$ cat src/rtl/pipe_hazard_ctrl_if.sv
// ID-stage issue request and hazard-control response bundle.
// master drives the ID instruction fields; slave returns issue/stall/bubble and status.
interface pipe_hazard_ctrl_if #(
    parameter int CNT_W = 16
);
    logic             id_valid;
    logic [4:0]       id_rs;
    logic [4:0]       id_rt;
    logic             id_use_rs;
    logic             id_use_rt;
    logic [4:0]       id_rd;
    logic             id_wr;
    logic             id_halt;
    logic             issue;
    logic             stall;
    logic             bubble;
    logic             halted;
    logic [1:0]       state;
    logic [CNT_W-1:0] stall_cnt;

    modport master (
        output id_valid, id_rs, id_rt, id_use_rs, id_use_rt, id_rd, id_wr, id_halt,
        input  issue, stall, bubble, halted, state, stall_cnt
    );

    modport slave (
        input  id_valid, id_rs, id_rt, id_use_rs, id_use_rt, id_rd, id_wr, id_halt,
        output issue, stall, bubble, halted, state, stall_cnt
    );
endinterface

$ cat src/rtl/pipe_hazard_ctrl.sv
// In-order pipeline RAW hazard interlock with HLT drain; issue/stall/bubble are zero-cycle combinational.
// Backpressure: a hazard holds the ID instruction (stall) and injects a bubble into EX until the producer retires.
module pipe_hazard_ctrl #(
    parameter int DEPTH = 3,
    parameter int CNT_W = 16
) (
    input  logic              clk1,
    input  logic              rst_n,
    pipe_hazard_ctrl_if.slave hz
);
    typedef enum logic [1:0] {
        ST_RUN    = 2'd0,
        ST_DRAIN  = 2'd1,
        ST_HALTED = 2'd2
    } state_t;

    state_t           state_q;
    state_t           state_d;
    logic [DEPTH-1:0] slot_vld;
    logic [4:0]       slot_rd [DEPTH];
    logic [CNT_W-1:0] stall_cnt_q;
    logic             hit_rs;
    logic             hit_rt;
    logic             hazard;
    logic             upstream_empty;
    logic             slot_load;
    logic             issue_c;
    logic             stall_c;

    // WB slot is still compared: its write lands at the end of this cycle,
    // so a reader only becomes safe once the destination has left the scoreboard.
    always_comb begin
        hit_rs         = 1'b0;
        hit_rt         = 1'b0;
        upstream_empty = 1'b1;
        for (int i = 0; i < DEPTH; i++) begin
            if (slot_vld[i] && (slot_rd[i] == hz.id_rs)) hit_rs = 1'b1;
            if (slot_vld[i] && (slot_rd[i] == hz.id_rt)) hit_rt = 1'b1;
            if ((i < DEPTH - 1) && slot_vld[i]) upstream_empty = 1'b0;
        end
        hit_rs = hit_rs & hz.id_use_rs & (hz.id_rs != 5'd0);
        hit_rt = hit_rt & hz.id_use_rt & (hz.id_rt != 5'd0);
        hazard = rst_n & (hit_rs | hit_rt);
    end

    always_comb begin
        state_d = state_q;
        issue_c = 1'b0;
        stall_c = 1'b0;
        if (!rst_n) begin
            issue_c = hz.id_valid;
        end else begin
            case (state_q)
                ST_RUN: begin
                    issue_c = hz.id_valid & ~hazard;
                    stall_c = hz.id_valid & hazard;
                    if (issue_c && hz.id_halt) state_d = ST_DRAIN;
                end
                ST_DRAIN: begin
                    stall_c = 1'b1;
                    // Only the WB slot may still be valid: it empties at this edge.
                    if (upstream_empty) state_d = ST_HALTED;
                end
                ST_HALTED: begin
                    stall_c = 1'b1;
                end
                default: begin
                    stall_c = 1'b1;
                    state_d = ST_RUN;
                end
            endcase
        end
    end

    assign slot_load    = issue_c & hz.id_wr & (hz.id_rd != 5'd0);
    assign hz.issue     = issue_c;
    assign hz.stall     = stall_c;
    assign hz.bubble    = ~issue_c;
    assign hz.state     = rst_n ? state_q : ST_RUN;
    assign hz.halted    = rst_n & (state_q == ST_HALTED);
    assign hz.stall_cnt = stall_cnt_q;

    always_ff @(posedge clk1) begin
        if (!rst_n) begin
            state_q     <= ST_RUN;
            slot_vld    <= '0;
            stall_cnt_q <= '0;
        end else begin
            state_q     <= state_d;
            slot_vld[0] <= slot_load;
            for (int i = 1; i < DEPTH; i++) slot_vld[i] <= slot_vld[i-1];
            if ((state_q == ST_RUN) && stall_c && (stall_cnt_q != '1))
                stall_cnt_q <= stall_cnt_q + CNT_W'(1);
        end
    end

    always_ff @(posedge clk1) begin
        slot_rd[0] <= hz.id_rd;
        for (int i = 1; i < DEPTH; i++) slot_rd[i] <= slot_rd[i-1];
    end
endmodule
$ cat src/flat_wrapper.sv
// flat-port wrapper written by rule: the top's interface ports become plain ports
module pipe_hazard_ctrl_flat 
#(
    parameter int DEPTH = 3,
    parameter int CNT_W = 16
)
  (clk1, rst_n, hz_id_valid, hz_id_rs, hz_id_rt, hz_id_use_rs, hz_id_use_rt, hz_id_rd, hz_id_wr, hz_id_halt, hz_issue, hz_stall, hz_bubble, hz_halted, hz_state, hz_stall_cnt);
  pipe_hazard_ctrl_if #(.CNT_W(CNT_W)) hz_i ();
  input  logic clk1;
  input  logic rst_n;
  input wire logic [$bits(hz_i.id_valid)-1:0] hz_id_valid;
  input wire logic [$bits(hz_i.id_rs)-1:0] hz_id_rs;
  input wire logic [$bits(hz_i.id_rt)-1:0] hz_id_rt;
  input wire logic [$bits(hz_i.id_use_rs)-1:0] hz_id_use_rs;
  input wire logic [$bits(hz_i.id_use_rt)-1:0] hz_id_use_rt;
  input wire logic [$bits(hz_i.id_rd)-1:0] hz_id_rd;
  input wire logic [$bits(hz_i.id_wr)-1:0] hz_id_wr;
  input wire logic [$bits(hz_i.id_halt)-1:0] hz_id_halt;
  output wire logic [$bits(hz_i.issue)-1:0] hz_issue;
  output wire logic [$bits(hz_i.stall)-1:0] hz_stall;
  output wire logic [$bits(hz_i.bubble)-1:0] hz_bubble;
  output wire logic [$bits(hz_i.halted)-1:0] hz_halted;
  output wire logic [$bits(hz_i.state)-1:0] hz_state;
  output wire logic [$bits(hz_i.stall_cnt)-1:0] hz_stall_cnt;
  assign hz_i.id_valid = hz_id_valid;
  assign hz_i.id_rs = hz_id_rs;
  assign hz_i.id_rt = hz_id_rt;
  assign hz_i.id_use_rs = hz_id_use_rs;
  assign hz_i.id_use_rt = hz_id_use_rt;
  assign hz_i.id_rd = hz_id_rd;
  assign hz_i.id_wr = hz_id_wr;
  assign hz_i.id_halt = hz_id_halt;
  assign hz_issue = hz_i.issue;
  assign hz_stall = hz_i.stall;
  assign hz_bubble = hz_i.bubble;
  assign hz_halted = hz_i.halted;
  assign hz_state = hz_i.state;
  assign hz_stall_cnt = hz_i.stall_cnt;
  pipe_hazard_ctrl #(.DEPTH(DEPTH), .CNT_W(CNT_W)) u_core (.clk1(clk1), .rst_n(rst_n), .hz(hz_i));
endmodule
$ cat config.mk
export PLATFORM = sky130hd
export DESIGN_NAME = pipe_hazard_ctrl_flat
export DESIGN_NICKNAME = d
export VERILOG_FILES = /design/src/rtl/pipe_hazard_ctrl_if.sv /design/src/rtl/pipe_hazard_ctrl.sv /design/src/flat_wrapper.sv
export SDC_FILE = /design/constraint.sdc
export NUM_CORES = 1
export LEC_CHECK = 0
export ABC_AREA = 1
export CORE_MARGIN = 3
export CORE_UTILIZATION = 35
export CTS_BUF_LIST = sky130_fd_sc_hd__clkbuf_16
export CTS_CLUSTER_SIZE = 25
export DETAILED_ROUTE_END_ITERATION = 6
export PLACE_DENSITY = 0.62
export SETUP_SLACK_MARGIN = 0.15
export SYNTH_ARGS = -nofsm -noshare
export SYNTH_HDL_FRONTEND = slang
export SYNTH_SLANG_ARGS = --single-unit
$ cat constraint.sdc
create_clock -name clk1 -period 4.3 [get_ports clk1]
set_input_delay 0.86 -clock clk1 [delete_from_list [all_inputs] [get_ports clk1]]
set_output_delay 0.86 -clock clk1 [all_outputs]
set_load 0.005 [all_outputs]
==> impl_results.md, run 1 <==
- Run status: complete, no violations
- Synthesized flop and latch total: 36
- Leakage Power: 1.25 nW
- Max Cap Viol: 0
- Pin count of the biggest net entering global routing: 18
- Dpl hpwl: 3870 um
- Final instance count without filler cells: 430
- TritonRoute pass-1 iters: 4
- Final setup vio count: 0
- Most used cell, CP: nand2_1
- Synth top area cells: dfxtp_1 (34%), nand2_1 (17%), nor2_1 (6.0%)
- Final Critical Period: about 3.7 ns
- ANT cells: 0
- Gp weighted congestion: 0.829
- Crit start category: primary input
- Skew final: 0.00658 ns
- Max Root-Sink Buffers: 2
- WL per Instance: 12.1 um
- Die width: 84 um
- Primary FF master, synth: dfxtp_1
- Synth warnings: 0
- EDFF count, synth: 0
- Final Max Slew Viols: 0
- Clock slew at reported path FFs: 0.06 ns
- Sink Count: 36
- Kind of end point of the critical path: output port
- Total negative setup slack: 0 ns
- GRT Util Overall: 15.1%
- Syn_nets: 335
- Crit path kind: in2out
- Syn_area_per_cell: 6.83 um^2
- Drc violations: 0
- Seq/Total Area, Yosys: approximately 34%
- Placed cells: 422
- Global-route wire length before repair: ~9000 um
- Most numerous cell in the Yosys netlist: nand2_1
- Req. time, crit path: 3.44 ns
- Initial drt markers: roughly 180
- Die height: 84 um
- Worst Hold Class: reg2reg
- RSZ-0062 raised after global routing: false
- Cell count after synthesis: ~310
- Fill count: roughly 570
- Vias in the first global route: 1903
- Setup repair bufs after CTS: 0
- Area Overhead vs Synth: 31.7%
- Post-route ant nets: 0
- Via/cell ratio: 4.68
- Die Area: about 7100 um^2
- Synth unique cells: 31
- CP max FO: 4
- TritonCTS clock tree: built
- Synthesized cell area: 2130 um^2
- PwrDens: around 350 nW/um^2
- Worst VDD drop: 0.186 mV
- Worst Path Buf+Inv: 4
- Root Buffer: clkbuf_16
- Period utilization: 86.5%
- Rel. slew slack: 38.8%
- CP max-delay cell: clkdlybuf4s50_1
- Initial antenna violation count: 0
- Clock latency on the worst-skew pair: 0.28 ns
- H-tree levels: 2
- Final WL: 5200 um
- Asr flop ratio synth: 0%
- CTS Hold Buffers Added: 0
- Final nets: 380
- Core area: 5710 um^2
- Final hold slack: roughly 0.37 ns
- CTS buffer count: 5
- IO Pins: between 40 and 50
- Max incr delay on CP: 0.49 ns
- Worst-Margin Slew: 0.911 ns
- IO Port Bufs: 43
- Vias: 2012
- Most instantiated cells after synthesis: nand2_1 (97), dfxtp_1 (36), nor2_1 (34)
- Row cnt: 27
- Data arrival, critical path: 2.86 ns
- Starting Density: 37.3%
- Critical path's top delay family: buffers and inverters
- Leading area contributor after synthesis: dfxtp_1
- Synth top area share: between 30% and 40%
- Gr ovfl total: 0
- Achievable Freq: 269 MHz
- Layout cell share with drive strength beyond 1: a little over an eighth
- Cells resized by post-CTS repair: 0
- CP cell instances: clkdlybuf4s50_1 -> inv_2 -> nand2_1 -> nand2_1 -> nor2_1 -> nand3_1 -> nand3_1 -> nand2_1 -> nand2_2 -> a21oi_1 -> nand2_1 -> inv_1 -> clkdlybuf4s50_1
- Hold Fails Final Rpt: 0
==> power by group <==
part | switching, mW | total, mW | internal [mW]
registers | 0.00982 | 0.353 | 0.343
logic | 0.0467 | 0.0859 | 0.0392
clock network | 0.141 | 0.532 | 0.391
==> state kept, by name, indices dropped and copies added (netlist names) <==
register / cells
u_core.hz.stall_cnt: 16
u_core.state_q: 2
u_core.slot_rd: 15
u_core.slot_vld: 3
==> final timing paths <==
check                          from  slack (ns)  depth (start not counted)                     end
max                     hz_id_rt[3]        0.58                         13                hz_issue
min            u_core.slot_rd[0][1]        0.37                          0    u_core.slot_rd[0][6]
max reg2reg  u_core.hz.stall_cnt[0]        1.94                          8  u_core.hz.stall_cnt[5]
min reg2reg    u_core.slot_rd[0][1]        0.37                          0    u_core.slot_rd[0][6]
==> per-stage QoR <==
step	utilization, %	instance area [um^2]	worst slack [ns]	power, mW
final	49.1	2800	0.581	0.971
after CTS	49.1	2800	0.562	0.981
after global placement	45.3	2590	0.589	0.446
after detailed placement	45.3	2590	0.573	0.446
after floorplan	-	2130	1.75	0.403
after global routing	49.1	2800	0.370	1.01
==> layout by cell type, fill, tap and decap left out, types with 2 or more instances in the layout <==
cell type	Yosys	final
nor2_1	34	34
o21ai_1	10	10
clkdlybuf4s50_1	0	43
nand3_1	13	13
nand2_2	12	12
dfxtp_1	36	36
xor2_1	10	10
a21oi_2	10	10
xnor2_1	4	4
nor3_1	4	4
o21ai_0	11	11
inv_2	10	10
nor4_1	2	2
clkbuf_16	0	5
bufinv_16	0	3
a21oi_1	8	8
inv_1	29	29
nand2_1	97	97
nor2_4	2	2
nand4_1	5	5
==> cells by family after synthesis <==
logic type	after synthesis	synth area share, %
simple gates	177	38.8
xor+xnor	14	5.76
compound gates	40	11.3
buf+inv	44	9.75
flops	36	33.8
fa+ha+maj	1	0.587
==> routing by layer <==
layer,vias to the layer above,track usage [%],part of all wire (%)
li1,1077,-,-
met1,886,21.4,50
met2,45,23.0,44
met3,4,3.95,4.5
met4,0,3.36,0.88
met5,-,0,0
==> cell type report <==
cell class,count,area [um^2],share of cell area [%]
multi-input combinational,232,1200,42.8
sequential,36,721,25.7
timing repair buffer,43,430,15.4
inverter,39,146,5.22
clock buffer,5,125,4.46
clock inverter,3,90.1,3.21
tap,72,90.1,3.21
(Power assumes the default switching activity.)
==> run 2: changes to the inputs <==
- CELL_PAD_IN_SITES_DETAIL_PLACEMENT: unset -> 2
- CELL_PAD_IN_SITES_GLOBAL_PLACEMENT: unset -> 2
- CORE_MARGIN: 3 -> 2
- CORE_UTILIZATION: 35 -> 30
- PLACE_DENSITY: 0.62 -> 0.89
==> run 2 against run 1 <==
Utilization decreased by 8.8 points; wire length increased by 38%; non-clock buffer count unchanged; critical path depth decreased by 1; clock skew decreased by 0.00093 ns; cell count increased by 5.3%; total power decreased by 19%; die area increased by 10%; final area decreased by 1.8%; critical path type unchanged.
==> impl_results.md, run 2 (same netlist as run 1, synthesis figures left out) <==
- Worst Path Buf+Inv: 3
- Drc violations: 0
- CP cell instances: clkdlybuf4s50_1 -> nand2_1 -> o21ai_0 -> nor2_1 -> nand3_1 -> nand3_1 -> nand2_1 -> nand2_2 -> a21oi_1 -> nand2_1 -> inv_1 -> clkdlybuf4s50_1
- RR Startpoint: u_core.hz.stall_cnt[0]
- Achievable Freq: 261 MHz
- Period utilization: about nine tenths
- Max incr delay on CP: 0.58 ns
- Largest register FFs: 16
- Core area: 6830 um^2
- Gp weighted congestion: 0.859
- Gr ovfl total: 0
- Cells resized by post-CTS repair: 0
- Area Overhead vs Synth: 29.3%
- Finished Core Util: approximately two fifths
- Total negative setup slack: 0 ns
- Min-delay src: u_core.slot_rd[0][1]
- GRT Util Overall: about a fifth
- Crit start category: primary input
- Skew final: 0.00564 ns
- TritonRoute pass-1 iters: 4
- Hold Crit Depth: 0
- Initial antenna violation count: 0
- CP max-delay cell: clkdlybuf4s50_1
- Most Crowded Layer GR: met2
- Data arrival, critical path: just under 3 ns
- Dpl hpwl: between 5000 and 6000 um
- Worst-Margin Slew: roughly 0.95 ns
- H-tree levels: 2
- Clock latency on the worst-skew pair: 0.28 ns
- Sink Count: 36
- Vias in the first global route: 2390
- Final WL: about 7000 um
- Final setup vio count: 0
- Hold Fails Final Rpt: 0
- RR Endpoint: u_core.hz.stall_cnt[5]
- Die height: 88.3 um
- Worst-case reg-to-reg path depth: 8
- Setup repair bufs after CTS: 0
- Run status: complete, no violations
- Initial drt markers: 76
- IO Port Bufs: between 40 and 50
- Die Area: 7790 um^2
- Layout cell share with drive strength beyond 1: 13.2%
- Req. time, crit path: 3.44 ns
- Worst hold endpoint: u_core.slot_rd[0][6]
- R2r setup slk: approximately 1.8 ns
- Most used cell, CP: nand2_1
- RSZ-0062 raised after global routing: false
- Crit path kind: in2out
- Worst Hold Class: reg2reg
- Max Cap Viol: 0
- Kind of end point of the critical path: output port
- Placed cells: 446
- Vias: 2186
- Rel. slew slack: 36.5%
- Root Buffer: clkbuf_16
- IO Pins: 44
- Met1 usage: between 20% and 30%
- Critical path's top delay family: buffers and inverters
- Most frequent cells in the layout: nand2_1 (97), clkdlybuf4s50_1 (43), dfxtp_1 (36)
- Final Max Slew Viols: 0
- Leakage Power: 1.22 nW
- WL per Instance: 15.9 um
- Most common cell after layout, fill and taps aside: nand2_1
- CP max FO: 4
- Met2 Usage GRT: ~34%
- CTS buffer count: 5
- Final Critical Period: about 3.8 ns
- Final instance count without filler cells: roughly 450
- Pin count of the biggest net entering global routing: 18
- PwrDens: 286 nW/um^2
- Max Root-Sink Buffers: 2
- TritonCTS clock tree: built
- Starting Density: a little under a third
- Final nets: 380
- Global-route wire length before repair: approximately 12000 um
- Met3 GRT Util: 3.36%
- CTS Hold Buffers Added: 0
- Worst VDD drop: 0.127 mV
- ANT cells: 0
- Die width: 88.3 um
- Via/cell ratio: 4.83
- Clock slew at reported path FFs: 0.05 ns
- Post-route ant nets: 0
- Row cnt: 30
## run 2: cell count changes in the layout (fill, tap and decap cells not counted), sizes merged
cell    change
bufinv      -3
inv         +1
clkinv      +1
## run 2: worst max-delay path by stage
stage | cells after the start | to | start
4_1_cts | 11 | hz_issue | hz_id_rs[3]
2_1_floorplan | 10 | hz_issue | hz_id_rs[0]
3_3_place_gp | 11 | hz_issue | hz_id_rt[3]
5_1_grt | 11 | hz_issue | hz_id_rs[3]
3_5_place_dp | 11 | hz_issue | hz_id_rs[3]
6_report | 12 | hz_issue | hz_id_rt[3]
## run 2: area by class of cell
| type | count | area (um^2) |
|---|---|---|
| Tap cell | 96 | 120 |
| Clock buffer | 5 | 125 |
| Multi-Input combinational cell | 232 | 1200 |
| Fill cell | 826 | 4080 |
| Sequential cell | 36 | 721 |
| Timing Repair Buffer | 43 | 430 |
| Inverter | 39 | 146 |
| Clock inverter | 2 | 8.76 |
## run 2: metrics by stage
step	hold slack, ns	setup WS, ns	instance area (um^2)	total power [mW]
3_3_place_gp	0.364	0.551	2620	0.449
6_report	0.375	0.475	2750	0.786
4_1_cts	0.381	0.428	2750	0.797
2_1_floorplan	0.351	1.75	2130	0.403
3_5_place_dp	0.374	0.430	2620	0.453
5_1_grt	0.396	0.302	2750	0.825
## run 2: power breakdown
| group | switching, mW | internal (mW) |
|---|---|---|
| clock network | 0.132 | 0.208 |
| registers | 0.0110 | 0.343 |
| logic | 0.0530 | 0.0393 |
## run 2: routing by layer
| metal | vias to the layer above | part of all wire (%) | wire [um] |
|---|---|---|---|
| li1 | 1077 | - | - |
| met1 | 1071 | 46 | 3300 |
| met2 | 34 | 50 | 3620 |
| met3 | 4 | 3.1 | 221 |
| met4 | 0 | 0.64 | 46 |
| met5 | - | 0 | 0 |
